### config.mk
export PLATFORM = sky130hd
export DESIGN_NAME = byte_serial_adder
export DESIGN_NICKNAME = d
export VERILOG_FILES = /design/src/rtl/byte_serial_adder.sv
export SDC_FILE = /design/constraint.sdc
export NUM_CORES = 1
export LEC_CHECK = 0
export ABC_AREA = 0
export CORE_UTILIZATION = 40
export DETAILED_ROUTE_END_ITERATION = 8
export PLACE_DENSITY = 0.68
export SLEW_MARGIN = 40
export SYNTH_ARGS = -nofsm -noshare
export SYNTH_HDL_FRONTEND = slang
export SYNTH_SLANG_ARGS = --single-unit
### constraint.sdc
create_clock -name clk -period 5.8 [get_ports clk]
set_input_delay 1.16 -clock clk [delete_from_list [all_inputs] [get_ports clk]]
set_output_delay 1.16 -clock clk [all_outputs]
set_load 0.005 [all_outputs]
### src/rtl/byte_serial_adder.sv
// byte_serial_adder: serialises wide additions one byte pair per cycle,
// least-significant byte first. Each byte pair is added with the carry held
// from the previous byte. Sum bytes leave through a single registered output
// stage with packet framing, the final carry and a length-overflow flag.
module byte_serial_adder #(
    parameter int MAX_BYTES = 4,
    parameter int CNT_W     = 8
) (
    input  logic       clk,
    input  logic       rst_n,
    input  logic       in_valid,
    output logic       in_ready,
    input  logic [7:0] a_byte,
    input  logic [7:0] b_byte,
    input  logic       in_last,
    output logic       out_valid,
    input  logic       out_ready,
    output logic [7:0] sum_byte,
    output logic       out_last,
    output logic       carry_out,
    output logic       len_err
);

    typedef enum logic [0:0] {
        IDLE   = 1'b0,
        ACTIVE = 1'b1
    } state_t;

    // Index of the last byte a packet may carry before it is force-terminated.
    localparam logic [CNT_W-1:0] LAST_IDX = CNT_W'(MAX_BYTES - 1);

    // 8-bit carry-select adder with carry-in: the upper nibble is computed for
    // both possible nibble carries and the lower nibble's carry picks one.
    function automatic logic [8:0] cs_add8(input logic [7:0] a,
                                           input logic [7:0] b,
                                           input logic       ci);
        logic [4:0] lo;
        logic [4:0] hi0;
        logic [4:0] hi1;
        logic [4:0] hi;
        lo  = {1'b0, a[3:0]} + {1'b0, b[3:0]} + {4'b0000, ci};
        hi0 = {1'b0, a[7:4]} + {1'b0, b[7:4]};
        hi1 = hi0 + 5'd1;
        hi  = lo[4] ? hi1 : hi0;
        return {hi, lo[3:0]};
    endfunction

    state_t           state_r;
    state_t           state_nxt_s;
    logic             carry_r;
    logic             carry_nxt_s;
    logic [CNT_W-1:0] cnt_r;
    logic [CNT_W-1:0] cnt_nxt_s;

    logic             accept_s;
    logic             overflow_s;
    logic             end_s;
    logic [8:0]       sum9_s;

    // Input can be taken whenever the output register is empty or draining.
    assign in_ready   = !out_valid || out_ready;
    assign accept_s   = in_valid && in_ready;
    assign sum9_s     = cs_add8(a_byte, b_byte, carry_r);
    // A non-last beat at the final legal index closes the packet by force.
    assign overflow_s = !in_last && (cnt_r == LAST_IDX);
    assign end_s      = in_last || overflow_s;

    // Next packet state, inter-byte carry and byte count; change only on acceptance.
    always_comb begin
        state_nxt_s = state_r;
        carry_nxt_s = carry_r;
        cnt_nxt_s   = cnt_r;
        if (accept_s) begin
            if (end_s) begin
                state_nxt_s = IDLE;
                carry_nxt_s = 1'b0;
                cnt_nxt_s   = {CNT_W{1'b0}};
            end else begin
                state_nxt_s = ACTIVE;
                carry_nxt_s = sum9_s[8];
                cnt_nxt_s   = cnt_r + CNT_W'(1);
            end
        end else begin
            state_nxt_s = state_r;
            carry_nxt_s = carry_r;
            cnt_nxt_s   = cnt_r;
        end
    end

    // Packet state, carry and counter registers.
    always_ff @(posedge clk or negedge rst_n) begin
        if (!rst_n) begin
            state_r <= IDLE;
            carry_r <= 1'b0;
            cnt_r   <= {CNT_W{1'b0}};
        end else begin
            state_r <= state_nxt_s;
            carry_r <= carry_nxt_s;
            cnt_r   <= cnt_nxt_s;
        end
    end

    // Output register: load on acceptance, empty when taken, otherwise hold.
    always_ff @(posedge clk or negedge rst_n) begin
        if (!rst_n) begin
            out_valid <= 1'b0;
            sum_byte  <= 8'h00;
            out_last  <= 1'b0;
            carry_out <= 1'b0;
            len_err   <= 1'b0;
        end else if (accept_s) begin
            out_valid <= 1'b1;
            sum_byte  <= sum9_s[7:0];
            out_last  <= end_s;
            carry_out <= end_s ? sum9_s[8] : 1'b0;
            len_err   <= overflow_s;
        end else if (out_ready) begin
            out_valid <= 1'b0;
            sum_byte  <= sum_byte;
            out_last  <= 1'b0;
            carry_out <= 1'b0;
            len_err   <= 1'b0;
        end else begin
            out_valid <= out_valid;
            sum_byte  <= sum_byte;
            out_last  <= out_last;
            carry_out <= carry_out;
            len_err   <= len_err;
        end
    end

endmodule
==> reports/results.tsv, run 1 <==
stage	metric	value	unit
finish	total number of nets in the final design	195	
grt	via count of the first global-routing pass	985	
critical_path	critical path class	in -> out	
power	logic gate share of total power	32.9	%
detailed_routing	DRC	0	
sta	Slew HR	68.33	%
finish	fraction of final layout cells with drive strength greater than 1	8.075	%
critical_path	largest fanout on the critical path	5	
placement	count of input and output buffers	33	
yosys	Synth Cell Area	1261	µm²
clocking	clock-pin transition on the worst setup and hold timing paths	0.12	ns
clocking	hold buffer count at cts	0	
grt	leftover overflow at the end of global routing	0	
sta	Final Max Slew Viols	0	
finish	non-filler cells, final	205	
clocking	number of levels in the clock H-tree	1	
yosys	post-synth net total	159	
power	Leakage	0.0007482	µW
clocking	clk sink count	21	
power	sequential group share of total power	48.1	%
power	highest ir drop seen on vdd	0.09160	mV
power	Pint	263.2	µW
yosys	cell accounting for the most synthesized area	sky130_fd_sc_hd__dfrtp_1	
critical_path	arrival time of the worst setup path	2.39	ns
clocking	TritonCTS clock tree	built	
job	Max Cap Violations	0	
detailed_routing	Avg Vias per Cell	4.751	
min_path	Min-Delay Path Class	reg -> reg	
clocking	clock insertion delay at the later pin of the skew report	0.31	ns
finish	Filler cells	296	
sta	worst hold slack after final layout	0.4911	ns
floorplanning	effective utilization at floorplan	41.65	%
floorplanning	number of core rows	20	
grt	pin count of the biggest net entering global routing	24	
critical_path	critical path required time	4.64	ns
detailed_routing	Final Routed Wirelength	2406	µm
power	Cell Pwr Density	224.9	nW/µm²
yosys	number of synthesized register bits	21	
grt	overall track demand over capacity in global routing	16.09	%
critical_path	most common cell type on the critical path	sky130_fd_sc_hd__clkdlybuf4s50_1	
power	Switching Share	29.69	%
yosys	Synth Warn #	0	
floorplanning	Horiz. Die Dim	58.15	µm
critical_path	type of origin of the critical path	input pin	
critical_path	cell with the largest stage delay on the worst path	sky130_fd_sc_hd__clkdlybuf4s50_1	
critical_path	list of cells traversed by the critical path	clkdlybuf4s50_1, nand2b_1, clkdlybuf4s50_1	
floorplanning	total die area	3381	µm²
floorplanning	Die H	58.15	µm
placement	HPWL Detailed	1959	µm
sta	pin slew with the least headroom to its limit	0.4750	ns
sta	final critical-path required period	3.548	ns
detailed_routing	average detailed-routed wire length per instance	11.74	µm
status	run status	completed	
finish	footprint of the multi-input gates	689.4	µm²
detailed_routing	remaining antenna violation count after routing	0	
clocking	Clock Tree Root	sky130_fd_sc_hd__clkbuf_4	
clocking	number of gates given a new drive strength after cts	0	
sta	Fin Setup TNS	0	ns
placement	GPL Wtd Cong	0.7305	
placement	placed insts	201	
sta	Final Hold Vio Count	0	
yosys	Seq/Total Area, Yosys	41.67	%
sta	final setup fails	0	
floorplanning	number of top-level pins	34	
critical_path	CP Buf/Inv Count	2	
grt	initial antenna violation count	0	
grt	global-route wire length before repair	4167	µm
critical_path	endpoint type of the worst setup path	output pin	
power	Sw Pwr	111.1	µW
yosys	mean cell area of the mapped netlist	10.01	µm²
sta	achievable clock frequency	0.2818	GHz
finish	Sequential Area	525.5	µm²
finish	Ant. Diodes	0	
yosys	cells after synthesis	126	
yosys	synth unique cells	30	
clocking	cts bufs inserted	3	
clocking	maximum clock path buffer count	2	
sta	Clock Skews	0.006355	ns
detailed_routing	DRT Pass-1 Iters	4	
critical_path	max incr delay on CP	0.53	ns
critical_path	category of cells accounting for the largest share of critical-path delay	buffers and inverters	
detailed_routing	number of design-rule violations left by the first detailed-router iteration	20	
sta	portion of the clock cycle consumed by the worst path in the final layout	61.17	%
floorplanning	Core Region	3028	µm²
clocking	post-CTS setup buffer count	0	
yosys	cell types occupying the most area after synthesis	sky130_fd_sc_hd__dfrtp_1 42%, sky130_fd_sc_hd__ha_1 8.9%, sky130_fd_sc_hd__xnor2_1 6.3%	
finish	signed area change from the synthesized netlist to the final layout	31.94	%
yosys	Synth top area share	41.67	%
power	portion of total power attributed to the clock network	19.0	%
sta	setup repair after global routing missed its margin	false	
detailed_routing	vias post-DR	974	
==> cell families (layout without fill, tap and decap cells) <==
family	Yosys count	in the layout	share of synthesized area [%]
flip-flops	21	21	41.67
AO/OA/AOI/OAI	21	21	10.32
multiplexers	2	2	1.686
buffers and inverters	13	48	3.869
AND/OR/NAND/NOR	44	44	19.74
XOR/XNOR	13	13	9.028
adder cells (fa/ha/maj)	12	12	13.69
==> cells in the mapped netlist <==
master,count
sky130_fd_sc_hd__a21oi_1,6
sky130_fd_sc_hd__and2_1,1
sky130_fd_sc_hd__nor2_2,1
sky130_fd_sc_hd__dfrtp_1,21
sky130_fd_sc_hd__nor4_2,1
sky130_fd_sc_hd__mux2_2,1
sky130_fd_sc_hd__nor2_1,13
sky130_fd_sc_hd__mux2i_1,1
sky130_fd_sc_hd__a211o_1,1
sky130_fd_sc_hd__o21ai_0,8
sky130_fd_sc_hd__fa_1,3
sky130_fd_sc_hd__nand2_1,12
sky130_fd_sc_hd__or4_4,1
sky130_fd_sc_hd__xor2_1,4
sky130_fd_sc_hd__nor4_4,1
sky130_fd_sc_hd__nand4_1,2
sky130_fd_sc_hd__a22o_1,3
sky130_fd_sc_hd__nor2_8,1
sky130_fd_sc_hd__xnor2_1,9
sky130_fd_sc_hd__clkbuf_1,2
sky130_fd_sc_hd__nand4b_1,1
sky130_fd_sc_hd__and3_1,1
sky130_fd_sc_hd__nand2b_1,3
sky130_fd_sc_hd__or2_2,1
sky130_fd_sc_hd__ha_1,9
sky130_fd_sc_hd__inv_1,11
sky130_fd_sc_hd__a21o_1,2
sky130_fd_sc_hd__nand3_1,2
sky130_fd_sc_hd__a32o_1,1
sky130_fd_sc_hd__nor3_1,3
==> layer usage <==
layer	track usage, %	part of all wire [%]	routed length [µm]	vias up
met3	2.009	2.4	57	4
met2	27.59	51	1232	18
met4	6.463	1.3	31	0
met5	0	0	0	-
li1	-	-	-	500
met1	20.57	45	1083	452
==> flip-flops by register name, indices dropped and copies added, names as in the netlist <==
name and cells:
sum_byte 8, out_last 1, carry_r 1, carry_out 1, out_valid 1, len_err 1, cnt_r 8
==> final timing paths <==
check                                     start                       to  slack [ns]  cells past startpoint
hold reg to reg            out_last$_DFFE_PN0P_     out_last$_DFFE_PN0P_        0.49                      1
min in group asynchronous                 rst_n  sum_byte[0]$_DFFE_PN0P_        0.79                      1
setup / recovery                      out_ready                 in_ready        2.25                      3
max in group asynchronous                 rst_n  sum_byte[4]$_DFFE_PN0P_        4.69                      1
hold / removal             out_last$_DFFE_PN0P_     out_last$_DFFE_PN0P_        0.49                      1
setup reg to reg            carry_r$_DFFE_PN0P_    carry_out$_DFFE_PN0P_        3.45                      8
==> through the flow <==
step | power [µW] | utilization, % | cell area (µm²) | setup WS (ns)
final | 374.3 | 54.96 | 1664 | 2.252
after global routing | 399.8 | 54.96 | 1664 | 2.158
after detailed placement | 307.6 | 53.97 | 1634 | 2.131
after CTS | 380.2 | 54.88 | 1662 | 2.274
after floorplan | 245.1 | - | 1261 | 2.700
after global placement | 303.6 | 54.13 | 1639 | 2.164
==> power by group through the flow <==
stage / clock [µW] / sequential [µW] / combinational (µW)
final: 71.2 / 180 / 123
after global routing: 79.7 / 183 / 137
after CTS: 75.2 / 180 / 125
after detailed placement: 0 / 183 / 124
after global placement: 0 / 182 / 121
after floorplan: 0 / 182 / 62.9
==> final cells by class <==
| type | instances | area share [%] |
|---|---|---|
| Clock buffer | 3 | 1.353 |
| Clock inverter | 1 | 0.3008 |
| Inverter | 11 | 2.481 |
| Multi-Input combinational cell | 92 | 41.43 |
| Sequential cell | 21 | 31.58 |
| Tap cell | 44 | 3.308 |
| Timing Repair Buffer | 33 | 19.55 |
==> cell usage in the layout (no fill, tap or decap), drive strengths merged, types with 2 or more instances in the layout <==
master / Yosys / layout
clkdlybuf4s50: 0 / 32
dfrtp: 21 / 21
nor2: 15 / 15
nand2: 12 / 12
inv: 11 / 11
xnor2: 9 / 9
ha: 9 / 9
o21ai: 8 / 8
a21oi: 6 / 6
xor2: 4 / 4
nand2b: 3 / 3
nor3: 3 / 3
a22o: 3 / 3
fa: 3 / 3
clkbuf: 2 / 3
nand4: 2 / 2
nand3: 2 / 2
a21o: 2 / 2
nor4: 2 / 2
No activity file was read; power rests on OpenSTA's default activity.
==> inputs of run 2 (changes only) <==
Settings changed: PLACE_DENSITY 0.68 to 0.71.
Clock period 5.8 ns to 2.9 ns, I/O delays scaled along.
==> reports/results.tsv, run 2 (synthesized netlist as in run 1, its figures left out) <==
stage	metric	value	unit
clocking	cts bufs inserted	3	
sta	portion of the clock cycle consumed by the worst path in the final layout	94.27	%
critical_path	max incr delay on CP	0.45	ns
finish	share of the core filled with cells in the final layout	56.03	%
finish	total number of nets in the final design	199	
finish	Sequential Area	525.5	µm²
power	Leakage	0.0007666	µW
finish	highest-count cells in the layout ignoring fill and taps	33 x sky130_fd_sc_hd__clkdlybuf4s50_1, 21 x sky130_fd_sc_hd__dfrtp_1, 13 x sky130_fd_sc_hd__nor2_1, 12 x sky130_fd_sc_hd__nand2_1, 11 x sky130_fd_sc_hd__inv_1	
finish	fraction of final layout cells with drive strength greater than 1	9.091	%
power	portion of total power attributed to the clock network	18.6	%
clocking	clock insertion delay at the later pin of the skew report	0.30	ns
min_path	Min-Delay Path Class	reg -> reg	
grt	leftover overflow at the end of global routing	0	
clocking	Clock Tree Root	sky130_fd_sc_hd__clkbuf_4	
floorplanning	number of core rows	20	
clocking	number of levels in the clock H-tree	1	
grt	GR Util met1	20.29	%
critical_path	largest fanout on the critical path	2	
detailed_routing	average detailed-routed wire length per instance	11.42	µm
floorplanning	total die area	3381	µm²
clocking	clk sink count	21	
sta	Final Max Slew Viols	0	
finish	Ant. Diodes	0	
grt	layer with the highest usage	met2	
critical_path	internal reg-to-reg setup slack	0.59	ns
finish	Filler cells	281	
finish	footprint of the multi-input gates	686.9	µm²
placement	HPWL Detailed	1980	µm
clocking	TritonCTS clock tree	built	
critical_path	count of cells along the worst register-to-register path	8	
min_path	hold-critical path endpoint	out_last$_DFFE_PN0P_	
clocking	number of gates given a new drive strength after cts	0	
grt	overall track demand over capacity in global routing	16.13	%
floorplanning	effective utilization at floorplan	41.65	%
clocking	maximum clock path buffer count	2	
critical_path	type of origin of the critical path	input pin	
sta	setup repair after global routing missed its margin	false	
power	highest ir drop seen on vdd	0.1844	mV
clocking	post-CTS setup buffer count	0	
finish	signed area change from the synthesized netlist to the final layout	34.52	%
min_path	launch point of the worst hold path	out_last$_DFFE_PN0P_	
grt	pin count of the biggest net entering global routing	22	
power	Cell Pwr Density	442.4	nW/µm²
floorplanning	Horiz. Die Dim	58.15	µm
critical_path	category of cells accounting for the largest share of critical-path delay	adder cells	
sta	Fin Setup TNS	0	ns
placement	count of input and output buffers	33	
power	logic gate share of total power	33.4	%
critical_path	CP Buf/Inv Count	2	
clocking	clock-pin transition on the worst setup and hold timing paths	0.12	ns
critical_path	most common cell type on the critical path	sky130_fd_sc_hd__fa_1	
critical_path	endpoint of the worst-slack reg-to-reg timing path	carry_out$_DFFE_PN0P_	
sta	Final Hold Vio Count	0	
grt	global-route wire length before repair	4209	µm
detailed_routing	vias post-DR	1014	
critical_path	launching point of the worst reg2reg path	carry_r$_DFFE_PN0P_	
detailed_routing	Final Routed Wirelength	2386	µm
power	Pint	531.5	µW
sta	achievable clock frequency	0.3658	GHz
sta	Clock Skews	0.005720	ns
sta	pin slew with the least headroom to its limit	0.3420	ns
grt	via count of the first global-routing pass	1038	
floorplanning	number of top-level pins	34	
job	Max Cap Violations	0	
status	run status	completed	
detailed_routing	number of design-rule violations left by the first detailed-router iteration	24	
placement	GPL Wtd Cong	0.7186	
power	sequential group share of total power	48.0	%
critical_path	arrival time of the worst setup path	2.94	ns
min_path	depth of the worst hold-timing path	1	
sta	final critical-path required period	2.734	ns
critical_path	list of cells traversed by the critical path	clkdlybuf4s50_1, inv_1, fa_1, fa_1, nand2b_1, a211o_1, nor4_2, xnor2_1, a22o_1	
placement	area of placed instances	1669	µm²
finish	most common cell after layout, fill and taps aside	sky130_fd_sc_hd__clkdlybuf4s50_1	
finish	final cell area excluding filler cells	1697	µm²
detailed_routing	DRT Pass-1 Iters	4	
detailed_routing	Avg Vias per Cell	4.852	
clocking	hold buffer count at cts	0	
power	Switching Share	29.19	%
critical_path	critical path required time	3.10	ns
critical_path	critical path class	in -> reg	
finish	registers with the most flip-flops	cnt_r (8), sum_byte (8)	
sta	final setup fails	0	
grt	grt met2 use	28.74	%
detailed_routing	DRC	0	
power	Sw Pwr	219.1	µW
sta	Slew HR	77.03	%
grt	initial antenna violation count	0	
floorplanning	Core Region	3028	µm²
detailed_routing	remaining antenna violation count after routing	0	
critical_path	cell with the largest stage delay on the worst path	sky130_fd_sc_hd__clkdlybuf4s50_1	
critical_path	endpoint type of the worst setup path	register	
grt	met3 track demand over resource in global routing	1.339	%
floorplanning	Die H	58.15	µm
sta	worst hold slack after final layout	0.4892	ns
[run 2: cell count changes in the layout (fill, tap and decap cells not counted), sizes merged]
cell | previous run | this run
buf | 1 | 4
clkdlybuf4s50 | 32 | 33
[run 2: power groups by stage]
stage / Combinational [µW] / Clock [µW] / Sequential [µW]
after floorplan: 126 / 0 / 364
after global placement: 249 / 0 / 365
after detailed placement: 254 / 0 / 366
after CTS: 256 / 141 / 361
after global routing: 282 / 156 / 367
final: 251 / 140 / 360
[run 2: how the worst max path moves through the flow]
stage,start,end,slack [ns],depth (start not counted)
after detailed placement,a_byte[0],carry_out$_DFFE_PN0P_,-0.19,9
after global placement,a_byte[0],carry_out$_DFFE_PN0P_,-0.13,9
after CTS,a_byte[0],carry_out$_DFFE_PN0P_,0.14,9
after floorplan,a_byte[0],carry_out$_DFFE_PN0P_,0.38,8
after global routing,a_byte[0],carry_out$_DFFE_PN0P_,0.09,9
final,a_byte[0],carry_out$_DFFE_PN0P_,0.17,9
[run 2: per-layer routing]
| layer | share of wire, % | wire length [µm] | up-vias |
|---|---|---|---|
| met1 | 43 | 1032 | 490 |
| li1 | - | - | 505 |
| met2 | 53 | 1262 | 17 |
| met3 | 2.7 | 64 | 2 |
| met5 | 0 | 0 | - |
| met4 | 1.1 | 27 | 0 |
[run 2: worst register-to-register path: stages, from the launching register on]
cell                       delay [ns]
sky130_fd_sc_hd__dfrtp_1         0.37
sky130_fd_sc_hd__inv_1           0.05
sky130_fd_sc_hd__fa_1            0.40
sky130_fd_sc_hd__fa_1            0.41
sky130_fd_sc_hd__nand2b_1        0.18
sky130_fd_sc_hd__a211o_1         0.28
sky130_fd_sc_hd__nor4_2          0.17
sky130_fd_sc_hd__xnor2_1         0.13
sky130_fd_sc_hd__a22o_1          0.23
[run 2: cell type report]
type / instances / share of cell area [%]
Multi-Input combinational cell: 92 / 40.49
Sequential cell: 21 / 30.97
Timing Repair Buffer: 37 / 21.24
Tap cell: 44 / 3.245
Inverter: 11 / 2.434
Clock buffer: 3 / 1.327
Clock inverter: 1 / 0.2950
[run 2: through the flow]
| stage | instances | total power [µW] | setup WS [ns] |
|---|---|---|---|
| finish | 209 | 750.7 | 0.1661 |
| global route | 209 | 804.3 | 0.08721 |
| CTS | 209 | 757.9 | 0.1411 |
| detailed placement | 205 | 620.8 | -0.1919 |
| global placement | 205 | 614.9 | -0.1267 |
| floorplan | 126 | 490.3 | 0.3798 |
